===== src/rtl/led_blink_multi.sv =====
//------------------------------------------------------------------------------
// led_blink_multi
//
// Multi-channel LED driver. It sits between a control/CSR block and the LED
// pins. Each channel runs in one of four modes: OFF, ON, BLINK (toggle timed
// by a per-channel divider) or PWM (brightness set by a per-channel duty
// compared against one shared free-running counter). Channels are
// configured through a one-cycle write port. A global sync pulse
// phase-aligns every channel's divider and the shared PWM counter.
//
// Ports
//   i_clk       system clock, all logic on its rising edge
//   i_rst       synchronous active-high reset, overrides every other input
//   i_cfg_we    config write strobe, one write per asserted cycle
//   i_cfg_ch    target channel index; indices >= NUM_CH are ignored
//   i_cfg_mode  0=OFF, 1=ON, 2=BLINK, 3=PWM
//   i_cfg_div   blink divider value (toggle period = div+1 cycles)
//   i_cfg_duty  PWM duty value (high while pwm counter < duty)
//   i_sync      clears every divider, every blink phase and the PWM counter
//   o_led       registered LED drive, bit i = channel i
//------------------------------------------------------------------------------
`timescale 1ns/1ps

module led_blink_multi #(
    parameter int  NUM_CH  = 4,
    parameter int  CNT_W   = 32,
    parameter int  DIV_RST = 10000000,
    parameter int  PWM_W   = 8,
    localparam int CH_W    = (NUM_CH > 1) ? $clog2(NUM_CH) : 1
) (
    input  logic              i_clk,
    input  logic              i_rst,
    input  logic              i_cfg_we,
    input  logic [CH_W-1:0]   i_cfg_ch,
    input  logic [1:0]        i_cfg_mode,
    input  logic [CNT_W-1:0]  i_cfg_div,
    input  logic [PWM_W-1:0]  i_cfg_duty,
    input  logic              i_sync,
    output logic [NUM_CH-1:0] o_led
);

    typedef enum logic [1:0] {
        MODE_OFF   = 2'd0,
        MODE_ON    = 2'd1,
        MODE_BLINK = 2'd2,
        MODE_PWM   = 2'd3
    } mode_e;

    // Channel count widened by one bit so it can be compared against any
    // cfg_ch value, including the case where NUM_CH is a power of two.
    localparam logic [CH_W:0]    NUM_CH_W   = (CH_W+1)'(NUM_CH);
    localparam logic [CNT_W-1:0] DIV_RST_W  = CNT_W'(DIV_RST);
    localparam logic [CNT_W-1:0] CNT_ONE    = CNT_W'(1'b1);
    localparam logic [PWM_W-1:0] PWM_ONE    = PWM_W'(1'b1);

    // Per-channel configuration and divider state
    mode_e             r_mode  [NUM_CH];
    logic [CNT_W-1:0]  r_div   [NUM_CH];
    logic [PWM_W-1:0]  r_duty  [NUM_CH];
    logic [CNT_W-1:0]  r_cnt   [NUM_CH];
    logic [NUM_CH-1:0] r_blink;

    // Shared PWM counter and output register
    logic [PWM_W-1:0]  r_pwm_cnt;
    logic [NUM_CH-1:0] r_led;

    // Combinational next-state values
    logic              w_ch_ok;
    logic [NUM_CH-1:0] w_wr_sel;
    logic [CNT_W-1:0]  w_cnt_nxt [NUM_CH];
    logic [NUM_CH-1:0] w_blink_nxt;
    logic [NUM_CH-1:0] w_led_nxt;
    logic [PWM_W-1:0]  w_pwm_nxt;

    // Write decode: one-hot channel select, empty for out-of-range indices
    always_comb begin
        w_ch_ok  = ({1'b0, i_cfg_ch} < NUM_CH_W);
        w_wr_sel = {NUM_CH{1'b0}};
        for (int c = 0; c < NUM_CH; c++) begin
            if (i_cfg_we && w_ch_ok && (i_cfg_ch == CH_W'(c))) begin
                w_wr_sel[c] = 1'b1;
            end else begin
                w_wr_sel[c] = 1'b0;
            end
        end
    end

    // Divider next state; a write or sync takes priority over a wrap so a
    // colliding write always restarts the channel from a clean phase
    always_comb begin
        w_blink_nxt = r_blink;
        for (int c = 0; c < NUM_CH; c++) begin
            w_cnt_nxt[c] = r_cnt[c];
            if (w_wr_sel[c] || i_sync) begin
                w_cnt_nxt[c]   = {CNT_W{1'b0}};
                w_blink_nxt[c] = 1'b0;
            end else if (r_cnt[c] < r_div[c]) begin
                w_cnt_nxt[c]   = r_cnt[c] + CNT_ONE;
                w_blink_nxt[c] = r_blink[c];
            end else begin
                w_cnt_nxt[c]   = {CNT_W{1'b0}};
                w_blink_nxt[c] = ~r_blink[c];
            end
        end
    end

    // Shared PWM counter next state: free-running, cleared only by sync
    always_comb begin
        w_pwm_nxt = r_pwm_cnt + PWM_ONE;
        if (i_sync) begin
            w_pwm_nxt = {PWM_W{1'b0}};
        end else begin
            w_pwm_nxt = r_pwm_cnt + PWM_ONE;
        end
    end

    // LED next value from pre-edge state, so a blink toggle reaches the pin
    // one cycle after it happens in the divider
    always_comb begin
        w_led_nxt = {NUM_CH{1'b0}};
        for (int c = 0; c < NUM_CH; c++) begin
            case (r_mode[c])
                MODE_OFF:   w_led_nxt[c] = 1'b0;
                MODE_ON:    w_led_nxt[c] = 1'b1;
                MODE_BLINK: w_led_nxt[c] = r_blink[c];
                MODE_PWM:   w_led_nxt[c] = (r_pwm_cnt < r_duty[c]);
                default:    w_led_nxt[c] = 1'b0;
            endcase
        end
    end

    // Per-channel state registers: reset, config load and divider update
    always_ff @(posedge i_clk) begin
        if (i_rst) begin
            for (int c = 0; c < NUM_CH; c++) begin
                r_mode[c] <= MODE_BLINK;
                r_div[c]  <= DIV_RST_W;
                r_duty[c] <= {PWM_W{1'b0}};
                r_cnt[c]  <= {CNT_W{1'b0}};
            end
            r_blink <= {NUM_CH{1'b0}};
        end else begin
            for (int c = 0; c < NUM_CH; c++) begin
                r_cnt[c] <= w_cnt_nxt[c];
                if (w_wr_sel[c]) begin
                    r_mode[c] <= mode_e'(i_cfg_mode);
                    r_div[c]  <= i_cfg_div;
                    r_duty[c] <= i_cfg_duty;
                end else begin
                    r_mode[c] <= r_mode[c];
                    r_div[c]  <= r_div[c];
                    r_duty[c] <= r_duty[c];
                end
            end
            r_blink <= w_blink_nxt;
        end
    end

    // Shared PWM counter and LED output registers
    always_ff @(posedge i_clk) begin
        if (i_rst) begin
            r_pwm_cnt <= {PWM_W{1'b0}};
            r_led     <= {NUM_CH{1'b0}};
        end else begin
            r_pwm_cnt <= w_pwm_nxt;
            r_led     <= w_led_nxt;
        end
    end

    assign o_led = r_led;

endmodule


===== config.mk =====
export PLATFORM = sky130hd
export DESIGN_NAME = led_blink_multi
export DESIGN_NICKNAME = d
export VERILOG_FILES = /design/src/rtl/led_blink_multi.sv
export SDC_FILE = /design/constraint.sdc
export NUM_CORES = 1
export LEC_CHECK = 0
export ABC_CLOCK_PERIOD_IN_PS = 4800
export CORE_MARGIN = 2
export CORE_UTILIZATION = 30
export CTS_CLUSTER_DIAMETER = 150
export DETAILED_ROUTE_END_ITERATION = 8
export PLACE_DENSITY = 0.5
export SLEW_MARGIN = 15
export SYNTH_ARGS = -nofsm -noshare
export SYNTH_HDL_FRONTEND = slang
export SYNTH_SLANG_ARGS = --single-unit

===== constraint.sdc =====
create_clock -name i_clk -period 4.8 [get_ports i_clk]
set_clock_uncertainty 0.05 [all_clocks]
set_input_delay 0.72 -clock i_clk [delete_from_list [all_inputs] [get_ports i_clk]]
set_output_delay 0.72 -clock i_clk [all_outputs]
set_load 0.01 [all_outputs]

======== Word level (Yosys, flattened, before mapping) ========
Memories as Yosys holds them, arrays and structs flattened.
Cells that the tools add are included.
storage, ports and cells
  bits in registers ....................... 16
  output and inout bits ................... 4
  logic and storage cells ................. 159
  memory bits (writable) .................. 296
  memories ................................ 4
  bits of input ports ..................... 48
memories
  name    words  bits a word  read ports  clocked after memory_dff  write ports  line  RTL
  r_cnt   4      32           4           0                         4            60    logic [CNT_W-1:0] r_cnt [NUM_CH];
  r_div   4      32           4           0                         4            58    logic [CNT_W-1:0] r_div [NUM_CH];
  r_duty  4      8            4           0                         4            59    logic [PWM_W-1:0] r_duty [NUM_CH];
  r_mode  4      2            4           0                         4            57    mode_e r_mode [NUM_CH];
cells by class
  eq/ne operators ......................... 15
  reductions and logical operators ........ 18
  $lt $le $gt $ge ......................... 8
  muxes and demuxes ....................... 71
  add/subtract/negate cells ............... 5
  bitwise logic cells ..................... 32
operators by type and width
  cell                   count
  $mux 32                20
  $add 32x1->32 const B  4
  $lt 32x32->1           4
  $mux 8                 8
  $lt 8x8->1             4
  $mux 1                 31
  $or 1x1->1             28
  $eq 2x2->1 const B     10
  $mux 2                 8
  $pmux 1 s4             4
  $eq 2x1->1 const B     5
  $logic_not 2->1        5
  $reduce_or 2->1        5
  $add 8x1->8 const B    1
  $logic_and 1x1->1      4
  $logic_or 1x1->1       4
  $not 1->1              4

======== Longest topological paths before layout ========
Gate-level depths: netlist of run 1.
  depth in word-level cells ............... 8
  depth in mapped cells ................... 9
  gate-level depth less buffers ........... 8

======== Worst setup path before layout of run 1 ========
OpenSTA, ideal clock, no wires.
  kind .................................... input-to-reg
  from .................................... input i_cfg_we
  to ...................................... memory r_cnt[2][2]
  required time ........................... 4.622 ns
  setup time .............................. 0.128 ns
  path slack .............................. 1.131 ns
  stages on the path ...................... 6
  path buffers ............................ 1
  data arrival time ....................... 3.491 ns
  cell sequence ........................... nand2_1 o21bai_1 nor2_1 nand3_1 clkbuf_1 nor2_1
RTL lines
  what             line  RTL
  start, declared  33    input logic i_cfg_we,
  end, declared    60

==> metrics, run 1 <==
Initial Utilization=~30%; area delta synth->final=15.40%; placed insts=2,288; gpl congestion=about 0.8; grt ovf=0; DRT iter0 DRCs=490; crit-path leading delay family=compound AO/OA/AOI/OAI gates; global-route wire length before repair=58,470 um; Setup Viol. Count Final=0; maxcap violations=0; Via density=around 4.5; Clk Latency, worst-skew pair=approximately 0.53 ns; clock power share=44.1%; CP Data Required Time=5.20 ns; post-CTS setup buffer count=0; Leak=7.541 nW; final hold violation count=0; Tmin final=2.903 ns; DR pass1 iterations=5; share of cells above drive strength 1=5.692%; Int Pwr=approximately 0.0047 W; FMAX=~340 MHz; cell count after synthesis=roughly 1.6k; Inserted Clock Buffers=38; Syn Area/Cell=10.16 sq um; area of the core=between 0.05 and 0.06 sq mm; Crit Path Max Fanout=31; Flop pwr share=about half; clk root buf=clkbuf_16; HP Class=reg -> reg; CTS tree=yes; CP Buf/Inv Count=0; Crit Path Category=reg -> reg; Worst Tran Pin Value=between 1 and 1.5 ns; vias in the first global route=roughly 11k; switching power=0.001402 W; Post-DP HPWL=approximately 27,000 um; WL per Instance=approximately 15 um; sequential area share after synthesis=between 40% and 50%; Synth cell types=55; type of origin of the critical path=flip-flop; Tot GR Track Use=13.27%; via count=roughly 11k; die area=roughly 0.055 sq mm; Post-synth EDFFs=168; Top FF cell, synth=edfxtp_1; CP peak stage delay=slightly above 0.8 ns; final net count=roughly 1.8k; Post-Syn Nets=~1.8k; Hold-fix buffers, CTS=0; Clk pin slew, worst setup/hold paths=about 0.05 ns; RSZ-0062 raised after global routing=no; Pins Over Slew Limit=0; Clock Tree Buf Depth=3; critical-path cell list=ha_1, a211o_1, a31oi_1, o221ai_1, a21o_1, a2111o_1, nor2_1; Worst setup EP type=flip-flop; largest net degree at the start of global routing=73; Cell Area, Synth=around 0.016 sq mm; Max IR drop VDD=around 270 uV; Ports=52; clk sinks=approximately 310; CP Data Arrival Time=3.30 ns; ANT nets after route=0; Total Wirelength=approximately 36,000 um; Worst path slowest cell=a2111o_1; CTS resizes=0; #FFs+latches synth=~310; yosys warns=0; # rows=84; Layout fillers=approximately 5.2k; worst rel slew slack=about 29%; final period utilization=60.48%; FF-to-FF setup slack=~1.9 ns; Combinational Power Share=under 10%; chip height=between 200 and 250 um; outcome=completed; Synth async-reset ratio=0%; htree depth=2; DRC viols=0; Power Density=331.0 mW/mm^2; initial antenna violation count=7; Finished Layout Cells=about 2.4k; setup total negative slack=0 ns; Sw Ratio=around 23%; die span in x=~240 um; Port Buf Inserts=a little over 50
cell families (layout without fill, tap and decap cells):
group | Yosys count | after routing | synth area share (%)
AND/OR/NAND/NOR | 625 | 625 | 20.50
flip-flops | 312 | 312 | 49.47
buffers and inverters | 209 | 300 | 5.005
adder cells (fa/ha/maj) | 157 | 157 | 12.26
AO/OA/AOI/OAI | 148 | 148 | 5.817
XOR/XNOR | 125 | 125 | 6.832
multiplexers | 2 | 2 | 0.1249
other | 0 | 3 | 0
synth_stat cells, types with 19 or more instances:
| cell type | instances | area [sq um] |
|---|---|---|
| a21o_1 | 25 | 187.7 |
| a21oi_1 | 63 | 315.3 |
| and2_1 | 38 | 237.7 |
| and3_1 | 20 | 125.1 |
| clkbuf_1 | 19 | 71.32 |
| dfxtp_1 | 144 | 2883 |
| edfxtp_1 | 168 | 5045 |
| ha_1 | 157 | 1964 |
| inv_1 | 170 | 638.1 |
| nand2_1 | 83 | 311.6 |
| nand3_1 | 49 | 245.2 |
| nand4_1 | 51 | 319.1 |
| nor2_1 | 185 | 694.4 |
| nor2b_1 | 105 | 656.9 |
| or2_1 | 19 | 118.9 |
| or2_2 | 19 | 118.9 |
| xnor2_1 | 54 | 473.0 |
| xor2_1 | 71 | 621.9 |
worst reg2reg max path: cells and delay by family, from the launching register on:
kind | cells | cell delay, ns
AOI/OAI and AO/OA | 5 | 1.77
adders and majority gates | 1 | 0.29
and+or+nand+nor | 1 | 0.28
DFF | 1 | 0.43
layout make-up:
cell class	instances	area, sq um	share of cell area (%)
sequential	312	7928	42.87
inverter	172	645.6	3.491
timing repair buffer	59	568.0	3.072
tap	688	860.8	4.655
antenna	3	7.507	0.04059
clock inverter	8	40.04	0.2165
multi-input combinational	1057	7326	39.61
clock buffer	61	1119	6.048
final timing paths:
path                from           to  depth (start not counted)
min          r_cnt[3][0]  r_cnt[3][0]                          1
max          r_cnt[1][2]  r_cnt[1][3]                          7
max reg2reg  r_cnt[1][2]  r_cnt[1][3]                          7
min reg2reg  r_cnt[3][0]  r_cnt[3][0]                          1
per-layer routing:
layer | track usage, % | part of all wire, %
met1 | 18.70 | 50
met2 | 20.51 | 43
met3 | 3.143 | 5.1
met4 | 3.126 | 1.6
met5 | 0 | 0.19
registers in the layout, summed over array words and instances, names as in the netlist:
register and flops:
r_duty 32, o_led 4, r_mode 8, r_cnt 128, r_blink 4, r_pwm_cnt 8, r_div 128
stage by stage:
| step | hold slack [ns] | total power, W | util, % | setup WS [ns] | instance area (sq um) |
|---|---|---|---|---|---|
| finish | 0.4174 | 0.006121 | 35.12 | 1.897 | 18490 |
| global route | 0.4369 | 0.006381 | 35.11 | 1.639 | 18490 |
| CTS | 0.4238 | 0.006212 | 35.10 | 1.920 | 18480 |
| detailed placement | 0.4022 | 0.003491 | 32.90 | 1.535 | 17320 |
| global placement | 0.3902 | 0.003478 | 32.90 | 1.664 | 17320 |
| floorplan | 0.3705 | 0.003313 | - | 1.131 | 16030 |
placed cells by master (no fill, tap or decap), types with 6 or more instances in the layout:
master and n:
and2_1 38, clkbuf_1 16, a21o_1 25, xnor2_1 54
inv_1 170, nor4_1 6, or2_2 20, dfxtp_1 144
nor2_1 185, clkbuf_8 6, nor3_1 6, and3_1 20
clkbuf_16 39, nand2_1 83, clkdlybuf4s50_1 50, edfxtp_1 168
buf_4 9, nand4_1 51, o21ai_0 10, nor3_2 6
nand3_1 49, and4_1 14, o21ai_1 9, nor2b_1 105
nand2b_1 6, ha_1 157, a21oi_1 63, or2_1 18
o21a_1 10, xor2_1 71
power groups by stage:
stage | combinational (W) | sequential [W] | clock [W]
after floorplan | 0.000261 | 0.00305 | 0
after global placement | 0.000415 | 0.00306 | 0
after detailed placement | 0.000426 | 0.00307 | 0
after CTS | 0.000429 | 0.00301 | 0.00277
after global routing | 0.000480 | 0.00302 | 0.00288
final | 0.000417 | 0.00301 | 0.00270
Note: power is estimated with default switching activity, not from simulation.
==> inputs of run 2 (changes only) <==
- ABC_CLOCK_PERIOD_IN_PS: 4800 -> 2860
- clock period: 4.8 -> 2.86 ns (I/O delays scaled with it)
==> metrics, run 2 (same netlist as run 1, synthesis figures left out) <==
Port Buf Inserts=51 (unchanged); Regs by FF count=r_cnt (128), r_div (128), r_duty (32); clk root buf=clkbuf_16; Tot GR Track Use=13.61% (+0.34 points); maxcap violations=0 (unchanged); die span in x=235.1 um (unchanged); Leak=7.622 nW (+1.1%); # rows=84 (unchanged); Hold-fix buffers, CTS=0 (unchanged); Post-Layout Inst Area=0.01866 sq mm (+0.91%); share of cells above drive strength 1=6.194% (+0.50 points); FMAX=408.5 MHz (+19%); setup total negative slack=0 ns (unchanged); Inserted Clock Buffers=38 (unchanged); htree depth=2 (unchanged); Ports=52 (unchanged); grt ovf=0 (unchanged); critical-path cell list=inv_1, ha_1, and4_1, nor4b_1, a221oi_1, o21a_1, nand3_1, buf_4, nor2_1; Initial Utilization=30.43% (unchanged); Pins Over Slew Limit=0 (unchanged); Clk Latency, worst-skew pair=0.54 ns (about the same); switching power=0.002406 W (+72%); Total Wirelength=37,280 um (+2.8%); worst rel slew slack=55.47% (+27 points); HP Class=in -> reg; ANT nets after route=0 (unchanged); Flop pwr share=48.4% (-0.7 points); commonest non-fill, non-tap cell in the layout=nor2_1; Crit Path Category=reg -> reg; Int Pwr=0.008026 W (+70%); CP Data Required Time=3.23 ns (-1.97 ns); Sw Ratio=23.06% (+0.16 points); gpl congestion=0.7828 (-1.6%); Power Density=559.0 mW/mm^2 (+69%); Clk pin slew, worst setup/hold paths=0.05 ns (about the same); vias in the first global route=10.73k (-0.22%); crit-path leading delay family=simple AND/OR/NAND/NOR gates; CP Data Arrival Time=2.81 ns (-0.49 ns); via count=10.88k (+1.4%); Crit Path Max Fanout=32 (+3.2%); Setup Viol. Count Final=0 (unchanged); type of origin of the critical path=flip-flop; clock power share=44.5% (+0.4 points); die area=0.05528 sq mm (unchanged); clk sinks=312 (unchanged); chip height=235.1 um (unchanged); area of the core=0.05266 sq mm (unchanged); Via density=4.593 (+1.1%); Worst path slowest cell=nor4b_1; global-route wire length before repair=59,040 um (+0.98%); Tmin final=2.448 ns (-0.4550 ns); area delta synth->final=16.46%; DRC viols=0 (unchanged); DRT iter0 DRCs=536 (+9.4%); RSZ-0062 raised after global routing=no; Post-DP HPWL=27,520 um (+2.4%); CTS tree=yes; outcome=completed; CP Buf/Inv Count=2 (+2); Clock Tree Buf Depth=3 (unchanged); final net count=1,855 (+0.54%); largest net degree at the start of global routing=71 (-2.7%); Post-Place Cell Area=0.01747 sq mm (+0.87%); post-CTS setup buffer count=0 (unchanged); final hold violation count=0 (unchanged); Max IR drop VDD=330.4 uV (+21%); Worst Tran Pin Value=0.6643 ns (-0.4013 ns); DR pass1 iterations=5 (unchanged); initial antenna violation count=2 (-5); CTS resizes=0 (unchanged); WL per Instance=15.73 um (+2.4%); Combinational Power Share=7.1% (+0.3 points); CP peak stage delay=0.50 ns (-0.31 ns); final period utilization=85.60% (+25 points); Worst setup EP type=flip-flop; most frequent cells in the layout=nor2_1 (185), inv_1 (170), edfxtp_1 (168), ha_1 (157), dfxtp_1 (144)
## run 2: power groups by stage
stage	combinational, W	clock, W	sequential [W]
after floorplan	0.000439	0	0.00512
after global placement	0.000738	0	0.00514
after detailed placement	0.000751	0	0.00514
after CTS	0.000758	0.00479	0.00505
after global routing	0.000844	0.00497	0.00507
final	0.000742	0.00464	0.00505
## run 2: worst paths after layout
check,start,endpoint,slack [ns],cells after the start
worst min register to register,r_cnt[3][0],r_cnt[3][0],0.41,1
worst max-delay path,r_div[2][26],r_cnt[2][13],0.41,9
worst min-delay path,i_rst,r_div[2][24],0.30,2
worst max register to register,r_div[2][26],r_cnt[2][13],0.41,9
## run 2: layout make-up
type | instances | area, sq um
antenna | 2 | 5.005
inverter | 172 | 645.6
fill | 5282 | 33990
timing repair buffer | 69 | 718.2
clock buffer | 53 | 1059
multi-input combinational | 1057 | 7321
tap | 688 | 860.8
clock inverter | 16 | 126.4
sequential | 312 | 7928
## run 2: stage by stage
stage	cells	total power [W]	hold WS (ns)	util (%)	setup WS, ns
after detailed placement	2298	0.005894	0.3962	33.18	0.3929
after global placement	2298	0.005881	0.3887	33.18	0.4107
after global routing	2367	0.01089	0.3203	35.43	0.2149
after CTS	2367	0.01060	0.2730	35.43	0.3916
after floorplan	1578	0.005559	0.3705	-	0.1978
final	2369	0.01043	0.3033	35.44	0.4119
## run 2: metal layers
metal / GRT usage, % / part of all wire, % / vias up
met3: 2.158 / 4.1 / 53
met5: 0 / 0 / -
li1: - / - / 5510
met2: 21.26 / 44 / 174
met1: 19.31 / 50 / 5144
met4: 4.143 / 2.1 / 0
==> RTL edit: new RTL, flow settings as in run 2 <==
Put one more register stage on the output `o_led`. The value now appears one clock later. Comments in the files are not updated.
--- a/src/rtl/led_blink_multi.sv
+++ b/src/rtl/led_blink_multi.sv
@@ -168,5 +168,7 @@
     end
 
-    assign o_led = r_led;
+    always_ff @(posedge i_clk) begin
+        o_led <= r_led;
+    end
 
 endmodule
Formal check against the unedited RTL: not equivalent (a bounded check fails within 4 cycles, from zero or initial values and one cycle with i_rst high).
==> RTL edit against run 2 <==
- total power rose by 6.6%
- die area grew 1.1%
- sequential cell count grew 4
- fmax shrank 8.8%
- cell area increased by 2.0%
- worst setup slack got worse by 0.24 ns
- largest cell class unchanged
- routed wire length is 1.5% lower
- final cell count up 0.76%
- highest routed layer is now met5
- synthesized area up 1.1%
- critical endpoint is now r_cnt[1][7]
- largest power group is now the clock network
==> RTL edit: results (changes against run 2) <==
Layout:
- The diode insertion count for antenna repair is 0 (-2).
- The final net count is 1,866 (+0.59%).
- The final-layout fill cell count was 5,475 (+3.7%).

Logic synthesis:
- The compound-gate portion of the synthesized area is 5.34% (-0.48 points).
- The average cell area after synthesis came to 10.2 um^2 (+0.55%).
- The commonest cells after synthesis are sky130_fd_sc_hd__inv_1 (173), sky130_fd_sc_hd__edfxtp_1 (168), sky130_fd_sc_hd__ha_1 (157).

Worst setup path:
- The register-to-register setup slack is 0.18 ns (-0.24 ns).
- The critical-path cell with the highest stage delay is sky130_fd_sc_hd__a2111o_2.
- The startpoint identified for the worst register-to-register timing path is r_div[1][25].
- The worst flop-to-flop path endpoint is r_cnt[1][7].
- The highest cell delay on the worst timing path is 0.46 ns (-0.04 ns).

Min path:
- In this run the most critical hold path is launched from r_led[2].
- For hold timing, the worst endpoint is o_led[2].
- In this run the worst hold path is classified as flip-flop to flip-flop.

Placement:
- The cell area after placement came to 17,600 um^2 (+1.0%).
- The cell count after placement is 2,317 (+0.83%).
- The pre-CTS setup slack came to 0.187 ns (-0.206 ns).
- The placer's final routability congestion estimate is 0.785 (+0.27%).

Route:
- The wire length the detailed router placed on met1 is 17,100 um (-7.9%).
- The post-detailed-routing wire length is 36,700 um (-1.5%).
- The highest routing layer actually used is met5.
- The violation count after the first detailed-route iteration is 457 (-15%).

STA:
- The slew at the pin closest to its max-slew limit was 0.659 ns (-0.00534 ns).

GRT:
- The total global-route track usage is 13.4% (-0.19 points).
- The maximum number of pins on one net before global-route repair is 76 (+7.0%).
- The met1 usage in global routing is 17.3% (-2.0 points).
- The initial antenna violation count was 6 (+4).

Power and ir drop:
- The largest vdd supply drop is 0.000404 V (+22%).
- The total internal power is 8.65 mW (+7.8%).

Outcome:
- The run finished with clean final reports.
-- RTL edit: changes by cell type after synthesis, sizes merged, moves of 4 or more --
cell and change:
a21oi -11, dfxtp +4, nor2 -64, clkbuf +13, nor3 +66, nand3 +18
and3 +7, and2 -30, nor2b +30, o22ai +4, nand4 -13, buf -8
-- RTL edit: area by class of cell --
class	instances	area [um^2]	area share [%]
clock buffers	47	1080	5.67
inverters	173	649	3.41
repair buffers	76	746	3.92
clock inverters	23	303	1.59
multi-input cells	1056	7370	38.8
well taps	696	871	4.58
flip-flops and latches	316	8010	42.1
-- RTL edit: power groups by stage --
stage / logic [mW] / clock network (mW) / registers, mW
3_5_place_dp: 0.746 / 0 / 5.21
6_report: 0.732 / 5.28 / 5.11
5_1_grt: 0.840 / 5.61 / 5.13
3_3_place_gp: 0.729 / 0 / 5.20
4_1_cts: 0.751 / 5.44 / 5.11
2_1_floorplan: 0.452 / 0 / 5.19
